$ cat config.mk
export PLATFORM = sky130hd
export DESIGN_NAME = countdown_ctrl_flat
export DESIGN_NICKNAME = d
export VERILOG_FILES = /design/src/rtl/countdown_ctrl_if.sv /design/src/rtl/countdown_ctrl.sv /design/src/flat_wrapper.sv
export SDC_FILE = /design/constraint.sdc
export NUM_CORES = 1
export LEC_CHECK = 0
export ABC_AREA = 1
export CORE_UTILIZATION = 40
export DETAILED_ROUTE_END_ITERATION = 7
export PLACE_DENSITY = 0.68
export SLEW_MARGIN = 20
export SYNTH_ARGS = -nofsm -noshare
export SYNTH_HDL_FRONTEND = slang
export SYNTH_SLANG_ARGS = --single-unit
$ cat constraint.sdc
create_clock -name clk -period 1.83 [get_ports clk]
set_input_delay 0.366 -clock clk [delete_from_list [all_inputs] [get_ports clk]]
set_output_delay 0.366 -clock clk [all_outputs]
set_load 0.03 [all_outputs]
$ cat src/rtl/countdown_ctrl_if.sv
// Signal bundle between the countdown controller and its surroundings
// (button debouncers, tick generator, down counter, display mux).
interface countdown_ctrl_if;
  logic       tick;
  logic       btn_start;
  logic       btn_set;
  logic       btn_inc;
  logic [3:0] cnt0;
  logic [3:0] cnt1;
  logic [3:0] cnt2;
  logic [3:0] cnt3;
  logic [1:0] set;
  logic       switch;
  logic [3:0] in0;
  logic [3:0] in1;
  logic [3:0] in2;
  logic [3:0] in3;
  logic       alarm;
  logic [1:0] edit;
  logic       busy;

  modport master (
    input  tick, btn_start, btn_set, btn_inc, cnt0, cnt1, cnt2, cnt3,
    output set, switch, in0, in1, in2, in3, alarm, edit, busy
  );

  modport slave (
    output tick, btn_start, btn_set, btn_inc, cnt0, cnt1, cnt2, cnt3,
    input  set, switch, in0, in1, in2, in3, alarm, edit, busy
  );
endinterface

$ cat src/rtl/countdown_ctrl.sv
// Control FSM for the MM:SS BCD countdown timer: preset editing, load, run/pause, alarm.
// Optional macro AUTO_RELOAD_EN: on expiry, reload the preset and keep counting instead of alarming.
module countdown_ctrl #(
  parameter int unsigned ALARM_TICKS = 10
) (
  input logic             clk,
  input logic             rst_n,
  countdown_ctrl_if.master bus
);

  typedef enum logic [2:0] {
    IDLE,
    SET_MIN,
    SET_SEC,
    LOAD,
    RUN,
    PAUSE,
    DONE
  } state_t;

  state_t     state, state_next;
  logic [3:0] min_tens, min_ones, sec_tens, sec_ones;
  logic [3:0] min_tens_next, min_ones_next, sec_tens_next, sec_ones_next;
  logic [7:0] alarm_cnt, alarm_cnt_next;
  logic       reload_flag, reload_next;
  logic       preset_zero;
  logic       cnt_zero;

  assign preset_zero = (min_tens == 4'd0) && (min_ones == 4'd0) &&
                       (sec_tens == 4'd0) && (sec_ones == 4'd0);
  assign cnt_zero    = (bus.cnt3 == 4'd0) && (bus.cnt2 == 4'd0) &&
                       (bus.cnt1 == 4'd0) && (bus.cnt0 == 4'd0);

  always_ff @(posedge clk) begin
    if (!rst_n) begin
      state       <= IDLE;
      min_tens    <= 4'd0;
      min_ones    <= 4'd0;
      sec_tens    <= 4'd0;
      sec_ones    <= 4'd0;
      alarm_cnt   <= 8'd0;
      reload_flag <= 1'b0;
    end else begin
      state       <= state_next;
      min_tens    <= min_tens_next;
      min_ones    <= min_ones_next;
      sec_tens    <= sec_tens_next;
      sec_ones    <= sec_ones_next;
      alarm_cnt   <= alarm_cnt_next;
      reload_flag <= reload_next;
    end
  end

  always_comb begin
    state_next     = state;
    min_tens_next  = min_tens;
    min_ones_next  = min_ones;
    sec_tens_next  = sec_tens;
    sec_ones_next  = sec_ones;
    alarm_cnt_next = alarm_cnt;
    reload_next    = 1'b0;

    case (state)
      IDLE: begin
        if (bus.btn_set)
          state_next = SET_MIN;
        else if (bus.btn_start && !preset_zero)
          state_next = LOAD;
      end

      SET_MIN: begin
        if (bus.btn_inc) begin
          if (min_ones == 4'd9) begin
            min_ones_next = 4'd0;
            min_tens_next = (min_tens == 4'd9) ? 4'd0 : min_tens + 4'd1;
          end else begin
            min_ones_next = min_ones + 4'd1;
          end
        end
        if (bus.btn_set)
          state_next = SET_SEC;
      end

      SET_SEC: begin
        // Seconds wrap at 59, so the tens digit tops out at 5.
        if (bus.btn_inc) begin
          if (sec_ones == 4'd9) begin
            sec_ones_next = 4'd0;
            sec_tens_next = (sec_tens == 4'd5) ? 4'd0 : sec_tens + 4'd1;
          end else begin
            sec_ones_next = sec_ones + 4'd1;
          end
        end
        if (bus.btn_set)
          state_next = IDLE;
      end

      LOAD: begin
        state_next = RUN;
      end

      RUN: begin
        // Counter digits are registered, so zero shows up one cycle after the last decrement.
        if (cnt_zero) begin
`ifdef AUTO_RELOAD_EN
          state_next  = LOAD;
          reload_next = 1'b1;
`else
          state_next     = DONE;
          alarm_cnt_next = 8'd0;
`endif
        end else if (bus.btn_start) begin
          state_next = PAUSE;
        end
      end

      PAUSE: begin
        if (bus.btn_set)
          state_next = IDLE;
        else if (bus.btn_start)
          state_next = RUN;
      end

      DONE: begin
        if (bus.btn_start || bus.btn_set) begin
          state_next = IDLE;
        end else if (bus.tick) begin
          alarm_cnt_next = alarm_cnt + 8'd1;
          if (alarm_cnt + 8'd1 == 8'(ALARM_TICKS))
            state_next = IDLE;
        end
      end

      default: begin
        state_next = IDLE;
      end
    endcase
  end

  assign bus.set    = (state == LOAD) ? 2'b01 : 2'b00;
  assign bus.switch = bus.tick && (state == RUN);
  assign bus.in0    = sec_ones;
  assign bus.in1    = sec_tens;
  assign bus.in2    = min_ones;
  assign bus.in3    = min_tens;
  assign bus.alarm  = (state == DONE) || reload_flag;
  assign bus.edit   = (state == SET_MIN) ? 2'b01 :
                      (state == SET_SEC) ? 2'b10 : 2'b00;
  assign bus.busy   = (state == LOAD) || (state == RUN) || (state == PAUSE);

endmodule
$ cat src/flat_wrapper.sv
// flat-port wrapper written by rule: the top's interface ports become plain ports
module countdown_ctrl_flat 
#(
  parameter int unsigned ALARM_TICKS = 10
)
  (clk, rst_n, bus_tick, bus_btn_start, bus_btn_set, bus_btn_inc, bus_cnt0, bus_cnt1, bus_cnt2, bus_cnt3, bus_set, bus_switch, bus_in0, bus_in1, bus_in2, bus_in3, bus_alarm, bus_edit, bus_busy);
  countdown_ctrl_if bus_i ();
  input logic clk;
  input logic rst_n;
  input wire logic [$bits(bus_i.tick)-1:0] bus_tick;
  input wire logic [$bits(bus_i.btn_start)-1:0] bus_btn_start;
  input wire logic [$bits(bus_i.btn_set)-1:0] bus_btn_set;
  input wire logic [$bits(bus_i.btn_inc)-1:0] bus_btn_inc;
  input wire logic [$bits(bus_i.cnt0)-1:0] bus_cnt0;
  input wire logic [$bits(bus_i.cnt1)-1:0] bus_cnt1;
  input wire logic [$bits(bus_i.cnt2)-1:0] bus_cnt2;
  input wire logic [$bits(bus_i.cnt3)-1:0] bus_cnt3;
  output wire logic [$bits(bus_i.set)-1:0] bus_set;
  output wire logic [$bits(bus_i.switch)-1:0] bus_switch;
  output wire logic [$bits(bus_i.in0)-1:0] bus_in0;
  output wire logic [$bits(bus_i.in1)-1:0] bus_in1;
  output wire logic [$bits(bus_i.in2)-1:0] bus_in2;
  output wire logic [$bits(bus_i.in3)-1:0] bus_in3;
  output wire logic [$bits(bus_i.alarm)-1:0] bus_alarm;
  output wire logic [$bits(bus_i.edit)-1:0] bus_edit;
  output wire logic [$bits(bus_i.busy)-1:0] bus_busy;
  assign bus_i.tick = bus_tick;
  assign bus_i.btn_start = bus_btn_start;
  assign bus_i.btn_set = bus_btn_set;
  assign bus_i.btn_inc = bus_btn_inc;
  assign bus_i.cnt0 = bus_cnt0;
  assign bus_i.cnt1 = bus_cnt1;
  assign bus_i.cnt2 = bus_cnt2;
  assign bus_i.cnt3 = bus_cnt3;
  assign bus_set = bus_i.set;
  assign bus_switch = bus_i.switch;
  assign bus_in0 = bus_i.in0;
  assign bus_in1 = bus_i.in1;
  assign bus_in2 = bus_i.in2;
  assign bus_in3 = bus_i.in3;
  assign bus_alarm = bus_i.alarm;
  assign bus_edit = bus_i.edit;
  assign bus_busy = bus_i.busy;
  countdown_ctrl #(.ALARM_TICKS(ALARM_TICKS)) u_core (.clk(clk), .rst_n(rst_n), .bus(bus_i));
endmodule
==> results.md, run 1 <==
* Result of the run: finished, final reports clean
* Standard cell with the maximum stage delay on the critical path: clkdlybuf4s50_1
* Number of flip-flops and latches in the synthesized netlist at 27
* CTS H-tree lvls at 1
* Residual antenna-violating net count after detailed routing at 0
* Via count at ~1.8k
* Drt total wl at 3.86 mm
* Average wire per cell in the routed design at 10.4 um
* Worst setup path startpoint: u_core.bus.in0[1]
* Maximum clock frequency at around 0.57 GHz
* Number of slew-limit violations in the final report at 0
* Cell count after synthesis at 263
* Worst Hold Class: flip-flop to flip-flop
* Cell area reported after detailed placement at approximately 2300 um2
* Number of nets in the layout at about 350
* Worst vdd ir at 0.660 mV
* Maximum number of pins on one net before global-route repair at 16
* Post-route cell area at 2310 um2
* Total gr overflow at 0
* Final weighted congestion in routability-driven placement at 0.868
* Setup skew after layout at 0.000775 ns
* Crit path capture type: primary output
* Final worst setup slack at 0.0670 ns
* HPWL Detailed at around 3.1 mm
* Maximum net fanout on the critical path at 5
* Cell at the root of the clock tree: clkbuf_8
* Total track usage at 19.3%
* Post-route non-filler standard cell count at 370
* Worst setup slack for register-to-register paths at ~0.22 ns
* Peak per-stage delay on the critical path at 0.71 ns
* Synthesized-area fraction occupied by ao, oa, aoi and oai cells at ~15%
* Cell Chain, Critical Path: clkdlybuf4s50_1
* Reg-to-reg endpoint: u_core.state[0]
* Final-report hold violation count at 0
* Worst slack at placement at -0.0273 ns
* Post-synthesis average cell area at around 6.5 um2
* Vias per cell at 4.76
* Core Region at 4030 um2
* Chip Width at 67.1 um
* Main combinational cell family by area after synthesis: simple AND/OR/NAND/NOR gates
* Post-Synth XOR/XNOR Area at 1.03%
* Fraction of the yosys area taken by sequential cells at 31.9%
* Vert. Die Dim at 67.1 um
* Post-CTS Hold Buffers at 0
* I/O Pins at 45
* Worst setup path endpoint: bus_in0[1]
* Global-route wire length before repair at 6.76 mm
* Most instantiated cells after synthesis: nand2_1, nor2_1, inv_1
* Crit Path Class: flip-flop to primary output
* Initial core utilization at a little over two fifths
* Required time at the endpoint of the critical path at 1.46 ns
* Critical path arrival at 1.40 ns
* Proportion of synthesized area in mux cells at 0%
* 1st-iter DRT viols at 97
* Ant diodes at 0
* Post-CTS Setup Repair Bufs at 0
* Area leader, netlist: dfxtp_1
* Number of stages on the worst setup path at 1
* Proportion of register bits with asynchronous set or reset after synthesis at 0%
* Number of search-and-repair iterations in the first detailed-routing pass at 4
* Count of cell types in the netlist at 35
* Die Outline Area at 4510 um2
* Post-route fraction of the period consumed by the critical path at 96.3%
* Area grow syn2layout at 36.4%
* Clock sink count at 27
* Dominant synthesized flop cell: dfxtp_1
* Synthesized area at 1700 um2
* Clock-pin slew of the registers on the worst-case setup and hold paths at roughly 0.090 ns
* Maximum clock path buffer count at 2
* Simple-gate share of the synthesized area at between 30 and 40%
* Initial antenna violation count at 0
* TritonCTS clock tree: built
* Buffers added on ports at 43
* Drt drc at 0
* Fin crit period at between 1.5 and 2 ns
* Sum of negative setup slack at 0 ns
* Number of standard-cell rows in the floorplan at 23
* Pwr Density at 882 nW/um2
* Cell type group with the largest total delay on the critical path: buffers and inverters
* Clock latency of the later-clocked register in the worst-skew pair at 0.27 ns
* Total power after layout at 2.04 mW
* Number of global-route vias before repair at 1589
* Quantity of gates resized following cts at 2
* Post-Place Cells at 366
* Number of enable-type register cells in the synthesized netlist at 0
* Util after Layout at a little under three fifths
* Synthesized Nets at 287
* Most used standard cell by instance count after synthesis: nand2_1
* Ratio of cells with drive above 1 in the final layout at 13.8%
* Setup-failing EPs final at 0
* Launch instance of the worst register-to-register path: u_core.alarm_cnt[1]
* Adder and majority gate portion of the synthesized area at 1.47%
* Leading post-synthesis cells by cell area: dfxtp_1, nand2_1, nor2_1, inv_1, a21oi_1
* Area share of the largest cell type after synthesis at a little under a third
* Min Hold Slack at 0.510 ns
* Static leakage at 1.05 nW
* Max-Cap Viols at 0
* Total clock buffers created by CTS at 3
* Worst Reg-to-Reg Cells at 10
* Number of buffer and inverter instances along the worst setup path at 1
* Yosys warning count at 0
* Worst setup SP type: flip-flop
[area by class of cell]
class / count / area, um2
Inverter: 40 / 153
Timing Repair Buffer: 58 / 533
Tap cell: 50 / 62.6
Clock buffer: 4 / 45.0
Fill cell: 409 / 1710
Multi-Input combinational cell: 191 / 980
Sequential cell: 27 / 542
[kinds of logic (layout without fill, tap and decap cells)]
kind of cell,after synthesis,after routing
simple gates,141,141
compound gates,45,45
xor+xnor,2,2
buf+inv,45,102
flops,27,27
other cells,1,1
fa+ha+maj,2,2
[layer usage]
layer,track usage [%],vias up,wire [um]
met3,3.77,4,97
met2,32.3,21,1870
li1,-,945,-
met1,25.7,792,1850
met5,0,-,0
met4,3.46,0,38
[power breakdown]
part	total (mW)	internal (mW)	switching, mW
clock	0.337	0.156	0.181
sequential	0.736	0.658	0.0782
combinational	0.968	0.395	0.573
total	2.04	1.21	0.833
[flip-flops by register name, summed over array words and instances (netlist names)]
name and cells:
u_core.alarm_cnt 8, u_core.bus.in0 4, u_core.bus.in1 4, u_core.bus.in2 4, u_core.bus.in3 4, u_core.state 3
[cell usage in the layout, fill, tap and decap left out, types with 2 or more instances in the layout]
cell type / Yosys / layout
a21oi_1: 25 / 25
buf_4: 1 / 19
nor2_1: 42 / 42
nor4_1: 2 / 2
nand4_1: 3 / 3
dlygate4sd2_1: 0 / 2
inv_2: 1 / 2
o211a_1: 2 / 2
nor2_4: 5 / 5
clkbuf_8: 0 / 3
nand2_2: 3 / 3
clkdlybuf4s50_1: 0 / 36
nor2_2: 2 / 2
inv_1: 37 / 36
nand2_1: 59 / 59
nor3_4: 1 / 2
nand2_4: 2 / 2
dfxtp_1: 27 / 26
nand3_1: 17 / 17
o21ai_0: 13 / 13
[worst min-delay path by stage]
| stage | startpoint | to | slack [ns] | depth (start not counted) |
|---|---|---|---|---|
| 2_1_floorplan | u_core.alarm_cnt[6] | u_core.alarm_cnt[6] | 0.47 | 2 |
| 3_3_place_gp | u_core.bus.in3[1] | u_core.bus.in3[1] | 0.49 | 2 |
| 3_5_place_dp | u_core.bus.in2[0] | u_core.bus.in2[0] | 0.49 | 1 |
| 4_1_cts | u_core.bus.in3[1] | u_core.bus.in3[1] | 0.51 | 2 |
| 5_1_grt | u_core.bus.in2[2] | u_core.bus.in2[2] | 0.53 | 2 |
| 6_report | u_core.bus.in2[0] | u_core.bus.in2[0] | 0.51 | 1 |
(Power assumes the default switching activity.)
==> run 2: changes to the inputs <==
--- a/config.mk
+++ b/config.mk
@@ -8,6 +8,7 @@
 export ABC_AREA = 1
 export CORE_UTILIZATION = 40
 export DETAILED_ROUTE_END_ITERATION = 7
+export HOLD_SLACK_MARGIN = 0.02
 export PLACE_DENSITY = 0.68
 export SLEW_MARGIN = 20
 export SYNTH_ARGS = -nofsm -noshare
==> results of run 2 <==
Same layout as run 1: the final DEF is identical, and so are final timing and power.
